==> src/rtl/fp_pkg.sv <==
// Shared binary32 constants, the unpacked-operand record and its unpack helper.
package fp_pkg;
  localparam int EXP_W  = 8;
  localparam int FRAC_W = 23;
  localparam int BIAS   = 127;

  localparam logic [31:0] QNAN    = 32'h7FC0_0000;
  localparam logic [31:0] POS_INF = 32'h7F80_0000;
  localparam logic [31:0] NEG_INF = 32'hFF80_0000;

  typedef struct packed {
    logic              sign;
    logic [EXP_W-1:0]  exp;
    logic [FRAC_W:0]   mant;
    logic              is_zero;
    logic              is_inf;
    logic              is_nan;
  } fp_unpacked_t;

  // Subnormals are flushed: exponent 0 always yields a signed zero.
  function automatic fp_unpacked_t fp_unpack(input logic [31:0] x);
    fp_unpacked_t u;
    u.sign    = x[31];
    u.exp     = x[30:23];
    u.mant    = (x[30:23] == 8'd0) ? 24'd0 : {1'b1, x[22:0]};
    u.is_zero = (x[30:23] == 8'd0);
    u.is_inf  = (x[30:23] == 8'hFF) && (x[22:0] == 23'd0);
    u.is_nan  = (x[30:23] == 8'hFF) && (x[22:0] != 23'd0);
    return u;
  endfunction
endpackage

==> src/rtl/fp_normalize.sv <==
// Leading-zero count and left shift bringing the leading one to bit 26.
module fp_normalize (
  input  logic [26:0] val,
  output logic [26:0] shifted,
  output logic [4:0]  lzc
);
  logic found;

  always_comb begin
    lzc   = '0;
    found = 1'b0;
    for (int i = 26; i >= 0; i--) begin
      if (!found) begin
        if (val[i]) found = 1'b1;
        else        lzc   = lzc + 5'd1;
      end
    end
  end

  assign shifted = val << lzc;
endmodule

==> src/rtl/floating_point_adder.sv <==
// Single-cycle binary32 adder: combinational datapath, registered result, RNE rounding, FTZ.
module floating_point_adder
  import fp_pkg::*;
(
  input  logic        clk,
  input  logic        rst_n,
  input  logic [31:0] a,
  input  logic [31:0] b,
  output logic [31:0] result
);
  fp_unpacked_t ua, ub;
  logic        swap, eff_sub, l_sign;
  logic [7:0]  l_exp, s_exp, diff;
  logic [23:0] l_mant, s_mant;
  logic [49:0] wide;
  logic [26:0] large_ext, small_ext, pre, norm;
  logic [27:0] raw;
  logic [4:0]  lzc;
  logic signed [9:0] exp_pre, exp_n, exp_r;
  logic        round_up;
  logic [24:0] mant_r;
  logic [22:0] frac_r;
  logic [31:0] sum_c;

  assign ua = fp_unpack(a);
  assign ub = fp_unpack(b);

  // Magnitude order on {exp, mant}; ties keep a as large, which is harmless.
  assign swap   = {ub.exp, ub.mant} > {ua.exp, ua.mant};
  assign l_sign = swap ? ub.sign : ua.sign;
  assign l_exp  = swap ? ub.exp  : ua.exp;
  assign l_mant = swap ? ub.mant : ua.mant;
  assign s_exp  = swap ? ua.exp  : ub.exp;
  assign s_mant = swap ? ua.mant : ub.mant;
  assign eff_sub = ua.sign ^ ub.sign;
  assign diff    = l_exp - s_exp;

  // 27-bit working format: {mant[23:0], guard, round, sticky}.
  assign wide      = {s_mant, 26'd0} >> diff;
  assign small_ext = (diff >= 8'd26) ? {26'd0, |s_mant} : {wide[49:24], |wide[23:0]};
  assign large_ext = {l_mant, 3'b000};
  assign raw       = eff_sub ? ({1'b0, large_ext} - {1'b0, small_ext})
                             : ({1'b0, large_ext} + {1'b0, small_ext});

  always_comb begin
    if (raw[27]) begin
      pre     = {raw[27:2], raw[1] | raw[0]};
      exp_pre = $signed({2'b00, l_exp}) + 10'sd1;
    end else begin
      pre     = raw[26:0];
      exp_pre = $signed({2'b00, l_exp});
    end
  end

  fp_normalize u_norm (.val(pre), .shifted(norm), .lzc(lzc));

  always_comb begin
    exp_n    = exp_pre - $signed({5'd0, lzc});
    round_up = norm[2] & (norm[1] | norm[0] | norm[3]);
    mant_r   = {1'b0, norm[26:3]} + {24'd0, round_up};
    if (mant_r[24]) begin
      exp_r  = exp_n + 10'sd1;
      frac_r = mant_r[23:1];
    end else begin
      exp_r  = exp_n;
      frac_r = mant_r[22:0];
    end
  end

  always_comb begin
    sum_c = '0;
    if (ua.is_nan || ub.is_nan || (ua.is_inf && ub.is_inf && eff_sub))
      sum_c = QNAN;
    else if (ua.is_inf)
      sum_c = ua.sign ? NEG_INF : POS_INF;
    else if (ub.is_inf)
      sum_c = ub.sign ? NEG_INF : POS_INF;
    else if (ua.is_zero && ub.is_zero)
      sum_c = {ua.sign & ub.sign, 31'd0};
    else if (ua.is_zero)
      sum_c = b;
    else if (ub.is_zero)
      sum_c = a;
    else if (pre == 27'd0)
      sum_c = 32'd0;
    else if (exp_r >= 10'sd255)
      sum_c = l_sign ? NEG_INF : POS_INF;
    else if (exp_r <= 10'sd0)
      sum_c = {l_sign, 31'd0};
    else
      sum_c = {l_sign, exp_r[7:0], frac_r};
  end

  always_ff @(posedge clk or negedge rst_n) begin
    if (!rst_n) result <= '0;
    else        result <= sum_c;
  end
endmodule

==> config.mk <==
export PLATFORM = sky130hd
export DESIGN_NAME = floating_point_adder
export DESIGN_NICKNAME = d
export VERILOG_FILES = /design/src/rtl/fp_pkg.sv /design/src/rtl/fp_normalize.sv /design/src/rtl/floating_point_adder.sv
export SDC_FILE = /design/constraint.sdc
export NUM_CORES = 1
export LEC_CHECK = 0
export BUFFER_PORTS_ARGS = -buffer_cell sky130_fd_sc_hd__buf_2
export CAP_MARGIN = 0
export CORE_MARGIN = 2
export CORE_UTILIZATION = 30
export CTS_BUF_LIST = sky130_fd_sc_hd__clkbuf_8
export CTS_CLUSTER_SIZE = 20
export DETAILED_ROUTE_END_ITERATION = 8
export HOLD_SLACK_MARGIN = 0.1
export PLACE_DENSITY = 0.46
export SYNTH_ARGS = -nofsm -noshare
export SYNTH_HDL_FRONTEND = slang
export SYNTH_SLANG_ARGS = --single-unit
==> constraint.sdc <==
create_clock -name clk -period 0.8 [get_ports clk]
set_input_delay 0.12 -clock clk [delete_from_list [all_inputs] [get_ports clk]]
set_output_delay 0.12 -clock clk [all_outputs]
set_load 0.02 [all_outputs]
==> flow_summary.json <==
{
  "area_delta_synth_final_pct": 71.7,
  "timing.final.hold_violations": 0,
  "worstSetupStartpointType": "primary input",
  "post_synth_mux_area_share_pct": 11.3,
  "timing.critical_path.buf_inv": 13,
  "start_util_pct": 30.2,
  "tritoncts_num_sinks": 32,
  "dr_wl_met3_um": 5140,
  "place_area_um2": 27300,
  "grt_usage_pct": 30.3,
  "yosysTopAreaCell": "sky130_fd_sc_hd__ha_1",
  "placement_rows": 88,
  "post-route-drc-count": 0,
  "critical-path-max-stage-delay_ns": 0.67,
  "reg_top3": "result x32",
  "largest_register_ffs": 32,
  "finish.net_count": 3997,
  "arrival_ns": 21.57,
  "timing_worst_slew_pin_value_ns": 0.837,
  "io_pins": 98,
  "antenna_cells": 0,
  "synth_compound_gate_area_share_pct": 29.7,
  "synth-adder-area-share_pct": 8.89,
  "grt_overflow": 0,
  "hp-class": "primary input to flip-flop",
  "final_design_area_no_fill_um2": 29800,
  "via_count": 25000,
  "total_power_mw": 55.6,
  "synth_edf_count": 0,
  "synth_nets": 2799,
  "grt_first_pass_wirelength_um": 142000,
  "clkTransAtPathRegs_ns": 0.07,
  "total_of_warnings_raised_by_yosys": 0,
  "cts_max_level": 2,
  "gpl.final_weighted_congestion": 1.01,
  "post_synth_and_or_nand_nor_area_fraction_pct": 30.5,
  "critPathTopFamily": "compound AO/OA/AOI/OAI gates",
  "synth_ff_type": "sky130_fd_sc_hd__dfrtp_1",
  "m1WireLength_um": 41000,
  "drtAntennaViolNets": 0,
  "timing.max_slew.rel_slack_pct": 43.6,
  "yosys.area_share.xor_xnor_pct": 8.23,
  "worstPathMaxFanout": 10,
  "fin_crit_sh_pct": 2670,
  "viasPerCell": 5.45,
  "synth_top_family_by_area": "simple AND/OR/NAND/NOR gates",
  "cts-root-to-sink-buffers": 2,
  "synth.most_common_cell": "sky130_fd_sc_hd__nand2_1",
  "detail_route.wirelength_um": 95200,
  "min_period_ns": 21.38,
  "setup_repair_after_global_routing_missed_its_margin": "true",
  "layout-drive-gt1-share_pct": 45.7,
  "worst_min_path_start": "a[31]",
  "required_ns": 0.99,
  "ir_drop_mv": 1.39,
  "violations_in_the_final_reports": "negative setup slack",
  "synth_top_cell_area_share_pct": 8.37,
  "synthTopCellsByCount": "sky130_fd_sc_hd__nand2_1 (350), sky130_fd_sc_hd__nor2_1 (271), sky130_fd_sc_hd__a21oi_1 (191)",
  "synth_top_cells_by_area": "sky130_fd_sc_hd__ha_1 (8.4%), sky130_fd_sc_hd__nand2_1 (7.6%), sky130_fd_sc_hd__mux2i_1 (6.3%), sky130_fd_sc_hd__nor2_1 (5.9%), sky130_fd_sc_hd__a21oi_1 (5.5%)",
  "endpoint_kind": "flip-flop",
  "floorplan.die.width_um": 244,
  "detail_route.wl_per_cell_um": 20.8,
  "first_iter_violations": 1880,
  "crit_type": "primary input to flip-flop",
  "seq_area_frac_synth_pct": 4.62,
  "max_freq_mhz": 46.8,
  "stdcell_count": 4579,
  "pin_count_of_the_biggest_net_entering_global_routing": 61,
  "report.final.setup_viol": 64,
  "power-per-cell-area_nw_per_um2": 1870,
  "synth_area_um2": 17300,
  "num-fill-cells": 5835,
  "synthesis.area_per_instance_um2": 6.63,
  "place_inst": 4489,
  "synth_cell_types": 117,
  "grt_antenna_before_repair": 0,
  "power.static_leakage_nw": 14.0,
  "timing.critical_path.slowest_stage_cell": "sky130_fd_sc_hd__a2111oi_1",
  "worst_path_most_repeated_cell": "sky130_fd_sc_hd__ha_1",
  "hold_path_end": "result[31]",
  "synth_seq_cells": 32,
  "metal2_wl_um": 44800,
  "final-max-slew-violation-count": 0,
  "cap_violations": 0,
  "holdPathStages": 4,
  "highest_layer": "met4",
  "first_pass_iters": 6,
  "core_region_area_um2": 57500,
  "grt_pass1_vias": 24700,
  "place.port_buffers": 97,
  "result_of_the_run": "finished, violations left",
  "tritoncts": "built",
  "dieArea_um2": 59800,
  "synth_cells": 2615,
  "numCtsBuffers": 5,
  "synth-async-reset-ratio_pct": 100,
  "fin_ws_ns": -20.58,
  "regMostFlops": "result",
  "hpwl_um": 79500,
  "die_height_um": 244,
  "clockRootBuffer": "sky130_fd_sc_hd__clkbuf_8"
}
## worst max path at each step
| stage | from | endpoint | slack [ns] | depth (start not counted) |
|---|---|---|---|---|
| 2_1_floorplan | a[27] | result[11] | -20.94 | 137 |
| 3_3_place_gp | b[24] | result[11] | -21.04 | 126 |
| 3_5_place_dp | b[24] | result[15] | -21.46 | 124 |
| 4_1_cts | b[24] | result[9] | -20.20 | 122 |
| 5_1_grt | b[29] | result[11] | -21.54 | 123 |
| 6_report | b[25] | result[11] | -20.58 | 118 |
## through the flow
| stage | worst slack [ns] | hold slack [ns] | utilization [%] | setup TNS, ns |
|---|---|---|---|---|
| 4_1_cts | -20.20 | 0.283 | 49.3 | -636.28 |
| 3_3_place_gp | -21.04 | 0.0784 | 47.6 | -659.05 |
| 5_1_grt | -21.54 | 0.302 | 51.8 | -678.40 |
| 3_5_place_dp | -21.46 | 0.0802 | 47.6 | -671.09 |
| 2_1_floorplan | -20.94 | -0.176 | - | -652.71 |
| 6_report | -20.58 | 0.298 | 51.8 | -647.59 |
## tightest hold or removal path, delay by kind of cell
family,cells,cell delay (ns)
buffers and inverters,2,0.20
AND/OR/NAND/NOR,1,0.11
AO/OA/AOI/OAI,1,0.12
## placed cells by master (no fill, tap or decap), drive strengths merged, types with 45 or more instances in the layout
cell type,n
and2,45
mux2,46
nand2,351
ha,116
xor2,47
buf,1343
mux2i,110
inv,120
a21oi,192
xnor2,84
o21ai,180
nand3,89
nor3,93
nor2,274
## layer usage
metal | track usage, % | up-vias
met4 | 10.9 | 0
li1 | - | 12000
met3 | 3.88 | 210
met1 | 38.9 | 11900
met2 | 51.6 | 810
met5 | 0 | -
## area by class of cell
type / instances / area (um2) / share of cell area, %
well taps: 765 / 957 / 3.21
flip-flops and latches: 32 / 801 / 2.69
multi-input cells: 2306 / 17100 / 57.3
clock inverters: 2 / 10.0 / 0.0336
repair buffers: 1347 / 10400 / 35.0
inverters: 121 / 455 / 1.53
clock buffers: 6 / 82.6 / 0.277
## report_power, final
part           internal [mW]  total [mW]  switching, mW
Clock                  0.686        1.31          0.628
Sequential              2.37        2.89          0.514
Combinational           25.2        51.4           26.2
Total                   28.3        55.6           27.3
## kinds of logic (layout without fill, tap and decap cells)
logic type / after synthesis / count (layout)
AO/OA/AOI/OAI: 771 / 771
XOR/XNOR: 142 / 142
adder cells (fa/ha/maj): 123 / 123
buffers and inverters: 278 / 1476
flip-flops: 32 / 32
multiplexers: 171 / 171
AND/OR/NAND/NOR: 1098 / 1099
## repair_timing
| action | 4_1_cts | 5_1_grt |
|---|---|---|
| pin swaps | 52 | 115 |
| endpoints found under the setup margin | 64 | 64 |
| gates cloned | 5 | 2 |
| hold buffers | 1 | 0 |
| setup buffers | 35 | 44 |
| hold endpoints to repair | 32 | 0 |
| gates resized for setup | 118 | 260 |
No activity file was read; power rests on OpenSTA's default activity.
